### src/rtl/galois_lfsr_stream_if.sv
// galois_lfsr_stream_if: control, load and data stream signals of the LFSR word generator
interface galois_lfsr_stream_if #(
  parameter int WIDTH = 8,
  parameter int STEPS = 1
);
  logic             start;
  logic             stop;
  logic             load_valid;
  logic [WIDTH-1:0] load_seed;
  logic             data_valid;
  logic             data_ready;
  logic [STEPS-1:0] data;
  logic [WIDTH-1:0] state_value;
  logic             lockup;
  modport master (
    output start, stop, load_valid, load_seed, data_ready,
    input  data_valid, data, state_value, lockup
  );
  modport slave (
    input  start, stop, load_valid, load_seed, data_ready,
    output data_valid, data, state_value, lockup
  );
endinterface

### src/rtl/galois_lfsr_stream.sv
// galois_lfsr_stream: Galois LFSR emitting STEPS bits per word over a valid/ready stream; GALOIS_LFSR_STREAM_LOCKUP_RECOVERY_EN replaces all-zero loads with SEED
module galois_lfsr_stream #(
  parameter int               WIDTH = 8,
  parameter logic [WIDTH-2:0] TAPS  = 7'b0111000,
  parameter logic [WIDTH-1:0] SEED  = {{(WIDTH-1){1'b0}}, 1'b1},
  parameter int               STEPS = 1
) (
  input logic                 clock,
  input logic                 reset,
  galois_lfsr_stream_if.slave bus
);
`ifdef GALOIS_LFSR_STREAM_LOCKUP_RECOVERY_EN
  localparam bit RECOVER = 1'b1;
`else
  localparam bit RECOVER = 1'b0;
`endif
  typedef enum logic {IDLE, RUN} fsm_t;
  fsm_t             fsm_q, fsm_d;
  logic [WIDTH-1:0] lfsr_q, lfsr_d;
  logic [STEPS-1:0] data_q, data_d;
  logic             lockup_q, lockup_d;
  logic [WIDTH-1:0] adv_state;
  logic [STEPS-1:0] adv_word;
  logic             zero_load;
  assign zero_load = RECOVER && (bus.load_seed == '0);
  // unroll STEPS shifts of the current state into the next word and advanced state
  always_comb begin
    adv_state = lfsr_q;
    adv_word  = '0;
    for (int i = 0; i < STEPS; i++) begin
      adv_word[i] = adv_state[0];
      adv_state   = {adv_state[0], ({(WIDTH-1){adv_state[0]}} & TAPS) ^ adv_state[WIDTH-1:1]};
    end
  end
  // next-state logic: load beats stop beats start beats transfer
  always_comb begin
    fsm_d    = fsm_q;
    lfsr_d   = lfsr_q;
    data_d   = data_q;
    lockup_d = 1'b0;
    if (bus.load_valid) begin
      fsm_d    = IDLE;
      lfsr_d   = zero_load ? SEED : bus.load_seed;
      lockup_d = zero_load;
    end else if (fsm_q == RUN && bus.stop) begin
      fsm_d = IDLE;
    end else if (fsm_q == IDLE ? bus.start : bus.data_ready) begin
      fsm_d  = RUN;
      lfsr_d = adv_state;
      data_d = adv_word;
    end
  end
  // state registers with asynchronous reset to SEED / IDLE
  always_ff @(posedge clock or posedge reset) begin
    if (reset) begin
      fsm_q    <= IDLE;
      lfsr_q   <= SEED;
      data_q   <= '0;
      lockup_q <= 1'b0;
    end else begin
      fsm_q    <= fsm_d;
      lfsr_q   <= lfsr_d;
      data_q   <= data_d;
      lockup_q <= lockup_d;
    end
  end
  assign bus.data_valid  = fsm_q == RUN;
  assign bus.data        = data_q;
  assign bus.state_value = lfsr_q;
  assign bus.lockup      = lockup_q;
endmodule

### src/flat_wrapper.sv
// flat-port wrapper written by rule: the top's interface ports become plain ports
module galois_lfsr_stream_flat 
#(
  parameter int               WIDTH = 8,
  parameter logic [WIDTH-2:0] TAPS  = 7'b0111000,
  parameter logic [WIDTH-1:0] SEED  = {{(WIDTH-1){1'b0}}, 1'b1},
  parameter int               STEPS = 1
)
  (clock, reset, bus_start, bus_stop, bus_load_valid, bus_load_seed, bus_data_ready, bus_data_valid, bus_data, bus_state_value, bus_lockup);
  galois_lfsr_stream_if #(.WIDTH(WIDTH), .STEPS(STEPS)) bus_i ();
  input logic clock;
  input logic reset;
  input wire logic [$bits(bus_i.start)-1:0] bus_start;
  input wire logic [$bits(bus_i.stop)-1:0] bus_stop;
  input wire logic [$bits(bus_i.load_valid)-1:0] bus_load_valid;
  input wire logic [$bits(bus_i.load_seed)-1:0] bus_load_seed;
  input wire logic [$bits(bus_i.data_ready)-1:0] bus_data_ready;
  output wire logic [$bits(bus_i.data_valid)-1:0] bus_data_valid;
  output wire logic [$bits(bus_i.data)-1:0] bus_data;
  output wire logic [$bits(bus_i.state_value)-1:0] bus_state_value;
  output wire logic [$bits(bus_i.lockup)-1:0] bus_lockup;
  assign bus_i.start = bus_start;
  assign bus_i.stop = bus_stop;
  assign bus_i.load_valid = bus_load_valid;
  assign bus_i.load_seed = bus_load_seed;
  assign bus_i.data_ready = bus_data_ready;
  assign bus_data_valid = bus_i.data_valid;
  assign bus_data = bus_i.data;
  assign bus_state_value = bus_i.state_value;
  assign bus_lockup = bus_i.lockup;
  galois_lfsr_stream #(.WIDTH(WIDTH), .TAPS(TAPS), .SEED(SEED), .STEPS(STEPS)) u_core (.clock(clock), .reset(reset), .bus(bus_i));
endmodule
### config.mk
export PLATFORM = sky130hd
export DESIGN_NAME = galois_lfsr_stream_flat
export DESIGN_NICKNAME = d
export VERILOG_FILES = /design/src/rtl/galois_lfsr_stream_if.sv /design/src/rtl/galois_lfsr_stream.sv /design/src/flat_wrapper.sv
export SDC_FILE = /design/constraint.sdc
export NUM_CORES = 1
export LEC_CHECK = 0
export ABC_AREA = 1
export CAP_MARGIN = 20
export CORE_MARGIN = 3
export CORE_UTILIZATION = 42
export CTS_CLUSTER_DIAMETER = 40
export DETAILED_ROUTE_END_ITERATION = 10
export PLACE_DENSITY = 0.77
export SLEW_MARGIN = 10
export SYNTH_ARGS = -nofsm -noshare
export SYNTH_HDL_FRONTEND = slang
export SYNTH_SLANG_ARGS = --single-unit
### constraint.sdc
create_clock -name clock -period 1.1 [get_ports clock]
set_input_delay 0.11 -clock clock [delete_from_list [all_inputs] [get_ports clock]]
set_output_delay 0.11 -clock clock [all_outputs]
set_load 0.03 [all_outputs]
==> results of run 1 <==
## state kept, by name, indices dropped and copies added, names as in the netlist
signal	cells
u_core.bus.data	1
u_core.bus.data_valid	1
u_core.bus.state_value	8
## logic make-up after synthesis
logic type	synth area share, %
AOI/OAI and AO/OA	0.7790
and+or+nand+nor	49.90
DFF	39.18
other	0.5842
buffers and inverters	9.552
## path summary, 6_finish.rpt
| kind | end | slack [ps] | from |
|---|---|---|---|
| setup / recovery | bus_state_value[0] | -10 | u_core.bus.state_value[0]$_DFFE_PP1P_ |
| hold / removal | u_core.bus.state_value[5]$_DFFE_PP0P_ | 110 | reset |
| setup reg to reg | u_core.bus.state_value[5]$_DFFE_PP0P_ | 10 | u_core.bus.state_value[0]$_DFFE_PP1P_ |
| hold reg to reg | u_core.bus.data$_DFFE_PP0P_ | 470 | u_core.bus.data$_DFFE_PP0P_ |
| max in group asynchronous | u_core.bus.state_value[0]$_DFFE_PP1P_ | 680 | reset |
| min in group clock | u_core.bus.state_value[0]$_DFFE_PP1P_ | 470 | bus_load_seed[0] |
## what timing repair did
action,CTS,global route
gates cloned,0,0
setup buffers,2,0
endpoints found under the setup margin,1,3
gates resized for setup,1,1
endpoints found under the hold margin,0,0
## synthesized netlist by cell type
cell type / count / area (um2)
conb_1: 1 / 3.750
nand2_4: 2 / 22.52
nor2_1: 1 / 3.750
dfrtp_1: 9 / 225.2
nand3_4: 1 / 17.52
nand2_1: 43 / 161.4
inv_2: 3 / 11.26
inv_1: 7 / 26.28
nand3_1: 17 / 85.08
dfstp_2: 1 / 26.28
buf_6: 1 / 11.26
and3_2: 1 / 7.510
nand2_2: 2 / 12.51
buf_4: 1 / 7.510
nand3_2: 1 / 10.01
buf_2: 1 / 5.000
o21ai_0: 1 / 5.000
## through the flow
stage | hold slack, ps | utilization [%] | power, mW | instance area (um2)
global placement | 416.6 | 63.92 | 0.9907 | 873.3
CTS | 122.1 | 67.95 | 1.362 | 928.4
floorplan | -50.60 | - | 0.8018 | 643.1
detailed placement | 417.1 | 63.92 | 0.9953 | 873.3
finish | 110.6 | 67.95 | 1.353 | 928.4
global route | 145.5 | 67.95 | 1.431 | 928.4
## final cells by class
cell class | instances | share of cell area, %
Tap cell | 15 | 2.022
Timing Repair Buffer | 29 | 27.36
Inverter | 10 | 4.043
Sequential cell | 10 | 27.22
Clock buffer | 4 | 3.908
Multi-Input combinational cell | 70 | 35.44
## per-layer routing
| layer | track usage, % | vias up | wire length (um) |
|---|---|---|---|
| met1 | 23.27 | 282 | 718 |
| li1 | - | 346 | - |
| met2 | 23.16 | 27 | 680 |
| met4 | 8.772 | 0 | 10 |
| met3 | 3.586 | 2 | 112 |
| met5 | 0 | - | 0 |
## where the power goes
part	internal [mW]	switching [mW]
combinational	0.216	0.299
sequential	0.433	0.0618
clock	0.201	0.142
==> impl_metrics.json, run 1 <==
{
  "crit_type": "reg -> out",
  "drt_iter0_markers": 13,
  "crit_slowest_cell": "dfstp_2",
  "crit_chain": "buf_6",
  "path_clk_slew_ps": 80,
  "start_util_pct": 46.98,
  "fmax_mhz": 899.4,
  "antennaDiodeCount": 0,
  "place_congestion": 0.7721,
  "clk_path_buf_depth": 2,
  "cts_tree": "done",
  "synth_cell_type_count": 17,
  "rsz0062_at_grt": "yes",
  "layout-drive-gt1-share_pct": 26.02,
  "nets": 138,
  "setup_viol": 1,
  "min_period_ps": 1112,
  "ant_nets": 0,
  "required_ps": 990,
  "core-area_um2": 1366,
  "num_rows": 13,
  "ys_ff_latch": 10,
  "netlist_area_um2": 641.9,
  "dp_hpwl_um": 1161,
  "drt_wl_total_um": 1520,
  "cts_hold_buf": 0,
  "grt_pass1_wl_um": 2387,
  "place_ws_ps": -93.98,
  "register_area_um2": 252.7,
  "synthCells": 93,
  "finalHoldViolations": 0,
  "end_kind": "output pin",
  "multi_input_area_um2": 329.1,
  "root_buffer": "clkbuf_4",
  "numPortBuffers": 23,
  "slew_violations": 0,
  "clkSinkCount": 10,
  "insertion_delay_ps": 270,
  "antenna_found_initial": 0,
  "htree_levels": 1,
  "fin_crit_sh_pct": 101.1,
  "status": "finished with violations",
  "routedWlPerCell_um": 11.01,
  "die_w_um": 45.09,
  "critical_path_cell_count": 1,
  "cp_num_buf_inv": 1,
  "placed_cells": 132,
  "crit_fanout": 5,
  "numCtsBuffers": 3,
  "fp.dieH_um": 45.09,
  "finalClockSkew_ps": 2.415,
  "cp_slowest_stage_delay_ps": 590,
  "cp-start-kind": "flip-flop",
  "layout_common_cells": "nand2_1, nand3_1, buf_4, clkdlybuf4s50_1, dfrtp_1",
  "synth_nets": 107,
  "first_pass_iters": 4,
  "grt_max_degree": 11,
  "syn_avg_cell_area_um2": 6.902,
  "setup_slack_ps": -11.84,
  "cp_top_family": "flip-flops",
  "setup_tns_ps": -11.84,
  "die_area_um2": 2033,
  "ir_worst_vdd_v": 0.0009088,
  "finalNonFillerCells": 138,
  "area_delta_synth_final_pct": 44.64,
  "viasPerCell": 4.761,
  "hold_class": "in -> async",
  "grt_pass1_vias": 556,
  "yosys_warnings": 0,
  "cap_violations": 0,
  "grt-ovfl-total": 0,
  "io_pins": 25,
  "r2r_cells": 6,
  "vias": 657,
  "yosysSeqAreaShare_pct": 39.18,
  "grt_usage_pct": 16.46,
  "violations": "setup timing",
  "critPathArrivalTime_ps": 1000,
  "p_leak_nw": 0.5234,
  "power_density_nw_per_um2": 1458,
  "drc": 0,
  "fillers": 121,
  "mostFrequentLayoutCell": "nand2_1"
}
Note: power is estimated with default switching activity, not from simulation.
==> run 2: changes to the inputs <==
CELL_PAD_IN_SITES_DETAIL_PLACEMENT = 0   (was not set)
CELL_PAD_IN_SITES_GLOBAL_PLACEMENT = 1   (was not set)
CORE_ASPECT_RATIO = 0.7   (was not set)
CORE_UTILIZATION = 28   (was 42)
PLACE_DENSITY = not set   (was 0.77)
PLACE_DENSITY_LB_ADDON = 0.1   (was not set)
SETUP_SLACK_MARGIN = 0.1   (was not set)
==> run 2 against run 1 <==
The run still ends with setup timing left. Die area is 43% higher. Flip-flop and latch count unchanged. Clock power grew 3%. Register-to-register slack got worse by 30 ps. Worst hold slack worse by 83 ps. Largest power group unchanged. Final cell count grew 15%. Critical path depth unchanged. Maximum frequency is 2.1% lower. Highest routed layer unchanged. Sequential share of layout area fell by 5.2 points. Critical endpoint unchanged.
==> impl_metrics.json, run 2 (synthesis gave the netlist of run 1 again) <==
{
  "status": "finished with violations",
  "violations": "setup timing",
  "ir_worst_vdd_v": 0.0006197,
  "end_kind": "output pin",
  "clk_path_buf_depth": 2,
  "crit_chain": "buf_6",
  "viasPerCell": 4.428,
  "crit_type": "reg -> out",
  "drt_wl_total_um": 1976,
  "io_pins": 25,
  "nets": 144,
  "cp-start-kind": "flip-flop",
  "grt-ovfl-total": 0,
  "mostFrequentLayoutCell": "nand2_1",
  "path_clk_slew_ps": 80,
  "numCtsBuffers": 3,
  "grt_pass1_vias": 599,
  "grt_usage_pct": 13.46,
  "fp.dieH_um": 46.06,
  "cap_violations": 0,
  "num_rows": 13,
  "grt_max_degree": 14,
  "whs_ps": 27.42,
  "rrSetupSlack_ps": -20,
  "cp_slowest_stage_delay_ps": 600,
  "place_congestion": 0.7158,
  "setup_slack_ps": -35.16,
  "clkSinkCount": 10,
  "register_area_um2": 252.7,
  "die_area_um2": 2912,
  "hold_class": "in -> async",
  "setup_viol": 3,
  "layout_common_cells": "nand2_1, buf_4, clkdlybuf4s50_1, nand3_1",
  "cts_tree": "done",
  "grt_pass1_wl_um": 2918,
  "root_buffer": "clkbuf_4",
  "routedWlPerCell_um": 12.43,
  "insertion_delay_ps": 280,
  "ant_nets": 0,
  "core-area_um2": 2001,
  "first_pass_iters": 4,
  "drt_iter0_markers": 23,
  "min_period_ps": 1135,
  "start_util_pct": 32.08,
  "cp_num_buf_inv": 1,
  "slew_violations": 0,
  "required_ps": 990,
  "crit_slowest_cell": "dfstp_2",
  "largest_reg_flops": 8,
  "multi_input_area_um2": 440.4,
  "die_w_um": 63.23,
  "final_area_um2": 1150,
  "rsz0062_at_grt": "yes",
  "power_density_nw_per_um2": 1315,
  "finalClockSkew_ps": 7.505,
  "fmax_mhz": 880.9,
  "area_delta_synth_final_pct": 79.14,
  "critPathArrivalTime_ps": 1030,
  "post-route-util_pct": 57.47,
  "htree_levels": 1,
  "crit_fanout": 4,
  "layout-drive-gt1-share_pct": 44.96,
  "dp_hpwl_um": 1273,
  "fin_crit_sh_pct": 103.2,
  "fillers": 192,
  "vias": 704,
  "finalHoldViolations": 0,
  "p_leak_nw": 0.6179,
  "cts_hold_buf": 0,
  "drc": 0,
  "numPortBuffers": 23,
  "antenna_found_initial": 0,
  "antennaDiodeCount": 0,
  "placed_cell_area_um2": 904.6,
  "cp_top_family": "flip-flops"
}
-- run 2: cell count changes in the layout (fill, tap and decap cells not counted), sizes merged --
cell	before	now
buf	16	21
clkdlybuf4s50	13	12
clkinv	0	1
dlymetal6s2s	0	1
inv	10	9
nand3	19	20
-- run 2: layer usage --
| layer | track usage [%] | vias to the layer above | share of wire [%] |
|---|---|---|---|
| met4 | 2.575 | 0 | 0.51 |
| li1 | - | 367 | - |
| met2 | 20.55 | 16 | 45 |
| met3 | 5.366 | 2 | 4.8 |
| met5 | 0 | - | 0 |
| met1 | 18.25 | 319 | 49 |
-- run 2: area by class of cell --
cell class,instances,share of cell area [%]
multi-input cells,71,38.30
well taps,30,3.264
flip-flops and latches,10,21.98
repair buffers,34,28.73
clock buffers,4,3.156
inverters,10,4.570
-- run 2: timing repair --
| action | in CTS | in global routing |
|---|---|---|
| setup endpoints to repair | 7 | 15 |
| gates resized for setup | 18 | 20 |
| hold endpoints to repair | 0 | 0 |
| buffers inserted | 1 | 6 |
| pin swaps | 15 | 10 |
| cloned | 0 | 1 |
-- run 2: final timing paths --
kind / start / depth (start not counted) / endpoint
worst max-delay path: u_core.bus.state_value[0]$_DFFE_PP1P_ / 1 / bus_state_value[0]
worst min-delay path: reset / 2 / u_core.bus.data$_DFFE_PP0P_
worst max register to register: u_core.bus.state_value[0]$_DFFE_PP1P_ / 7 / u_core.bus.state_value[4]$_DFFE_PP0P_
worst min register to register: u_core.bus.data$_DFFE_PP0P_ / 2 / u_core.bus.data$_DFFE_PP0P_
max in group asynchronous: reset / 3 / u_core.bus.state_value[3]$_DFFE_PP0P_
min in group clock: bus_load_valid / 5 / u_core.bus.state_value[2]$_DFFE_PP0P_
-- run 2: power by group --
part           leakage, nW  internal [mW]  switching, mW
Clock               0.0210          0.202          0.151
Combinational        0.475          0.290          0.375
Sequential           0.122          0.433         0.0627
-- run 2: metrics by stage --
stage          instances  worst slack (ps)  TNS, ps  power [mW]
3_5_place_dp         147            -180.6    -1144       1.010
2_1_floorplan         93             51.72        0      0.8033
3_3_place_gp         147            -156.0   -977.9       1.010
5_1_grt              159            -74.15   -295.7       1.601
4_1_cts              152            -34.08   -53.83       1.440
6_report             159            -35.16   -64.56       1.512
==> run 3: changes to the inputs <==
TNS_END_PERCENT = 5   (was not set)
==> run 3 against run 2 <==
The flow still finishes with violations (setup timing). Power down 13%. Sequential share of layout area up 3.8 points. First-iteration DRC count up 22%. Highest routed layer unchanged.
==> impl_metrics.json, run 3 (synthesis gave the netlist of run 1 again) <==
{
  "status": "finished with violations",
  "violations": "setup timing",
  "grt_pass1_vias": 601,
  "cp_top_family": "flip-flops",
  "routedWlPerCell_um": 10.87,
  "required_ps": 990,
  "place_congestion": 0.7322,
  "crit_slowest_cell": "dfstp_2",
  "whs_ps": 125.8,
  "min_period_ps": 1100,
  "fp.dieH_um": 46.06,
  "dp_hpwl_um": 1234,
  "cp_num_buf_inv": 1,
  "vias": 640,
  "end_kind": "output pin",
  "finalHoldViolations": 0,
  "layout_common_cells": "nand2_1, nand3_1, clkdlybuf4s50_1, buf_4, dfrtp_1",
  "setup_tns_ps": -0.4320,
  "p_leak_nw": 0.5324,
  "nets": 137,
  "area_delta_synth_final_pct": 52.63,
  "reg2reg_from": "u_core.bus.state_value[0]$_DFFE_PP1P_",
  "antennaDiodeCount": 0,
  "mostFrequentLayoutCell": "nand2_1",
  "finalClockSkew_ps": 4.958,
  "insertion_delay_ps": 270,
  "grt-ovfl-total": 0,
  "grt_usage_pct": 13.01,
  "setup_viol": 1,
  "crit_type": "reg -> out",
  "numCtsBuffers": 3,
  "rsz0062_at_grt": "yes",
  "final_area_um2": 979.7,
  "top_usage_layer": "met1",
  "crit_fanout": 4,
  "rrSetupSlack_ps": 30,
  "root_buffer": "clkbuf_4",
  "place_ws_ps": -92.65,
  "multi_input_area_um2": 346.6,
  "slew_violations": 0,
  "drt_wl_total_um": 1652,
  "startpoint": "u_core.bus.state_value[0]$_DFFE_PP1P_",
  "hold_class": "in -> async",
  "post-route-util_pct": 48.97,
  "critical_path_cell_count": 1,
  "cts_hold_buf": 0,
  "grt.met1_usage_pct": 18.20,
  "cp-start-kind": "flip-flop",
  "grt_max_degree": 11,
  "met2_usage_pct": 18.03,
  "die_area_um2": 2912,
  "ant_nets": 0,
  "power_density_nw_per_um2": 1341,
  "path_clk_slew_ps": 70,
  "fmax_mhz": 908.7,
  "fin_crit_sh_pct": 100.0,
  "largest_reg_flops": 8,
  "viasPerCell": 4.211,
  "num_rows": 13,
  "r2r_end": "u_core.bus.state_value[5]$_DFFE_PP0P_",
  "crit_end": "bus_state_value[0]",
  "cp_slowest_stage_delay_ps": 580,
  "grt_pass1_wl_um": 2808,
  "cts_tree": "done",
  "htree_levels": 1,
  "critPathArrivalTime_ps": 990,
  "crit_chain": "buf_6",
  "placed_cell_area_um2": 909.6,
  "clk_path_buf_depth": 2,
  "gr-usage-met3_pct": 5.610,
  "cap_violations": 0,
  "drc": 0,
  "layout-drive-gt1-share_pct": 28.69,
  "fillers": 209,
  "drt_iter0_markers": 28,
  "ir_worst_vdd_v": 0.0004779,
  "setup_slack_ps": -0.4320,
  "first_pass_iters": 4,
  "register_area_um2": 252.7,
  "start_util_pct": 32.08,
  "clkSinkCount": 10,
  "core-area_um2": 2001,
  "r2r_cells": 6,
  "numPortBuffers": 23,
  "die_w_um": 63.23,
  "antenna_found_initial": 0,
  "io_pins": 25
}
## run 3: cell count changes in the layout (fill, tap and decap cells not counted), sizes merged
| cell | before | now |
|---|---|---|
| clkinv | 1 | 0 |
| buf | 21 | 15 |
| dlymetal6s2s | 1 | 0 |
| inv | 9 | 10 |
| clkdlybuf4s50 | 12 | 13 |
| nand3 | 20 | 19 |
## run 3: stage by stage
stage | power, mW | std cells
floorplan | 0.8035 | 93
global placement | 1.011 | 146
detailed placement | 1.011 | 146
CTS | 1.300 | 151
global route | 1.409 | 152
finish | 1.314 | 152
## run 3: power breakdown
| part | switching (mW) | internal [mW] | leakage [nW] |
|---|---|---|---|
| clock | 0.132 | 0.140 | 0.0150 |
| combinational | 0.309 | 0.236 | 0.396 |
| sequential | 0.0633 | 0.433 | 0.122 |
## run 3: how the worst min path moves through the flow
stage	endpoint	slack, ps	depth (start not counted)
6_report	u_core.bus.state_value[6]$_DFFE_PP0P_	130	2
5_1_grt	u_core.bus.state_value[6]$_DFFE_PP0P_	170	2
4_1_cts	u_core.bus.state_value[7]$_DFFE_PP0P_	140	2
3_5_place_dp	u_core.bus.state_value[4]$_DFFE_PP0P_	440	2
3_3_place_gp	u_core.bus.state_value[4]$_DFFE_PP0P_	440	2
2_1_floorplan	u_core.bus.data$_DFFE_PP0P_	-50	1
## run 3: final cells by class
type                    count  area share, %
multi-input cells          70          35.38
repair buffers             28          28.48
clock buffers               4          2.682
flip-flops and latches     10          25.80
inverters                  10          3.831
well taps                  30          3.831
## run 3: layer usage
metal / routed length, um / vias up
met1: 860 / 275
met3: 119 / 2
met4: 12 / 0
met5: 0 / -
met2: 659 / 18
li1: - / 345
## run 3: timing repair
item                                    in CTS  in global routing
buffers inserted                             1                  1
resized for setup                            1                  8
endpoints found under the setup margin       7                 14
pin swaps                                    0                  4
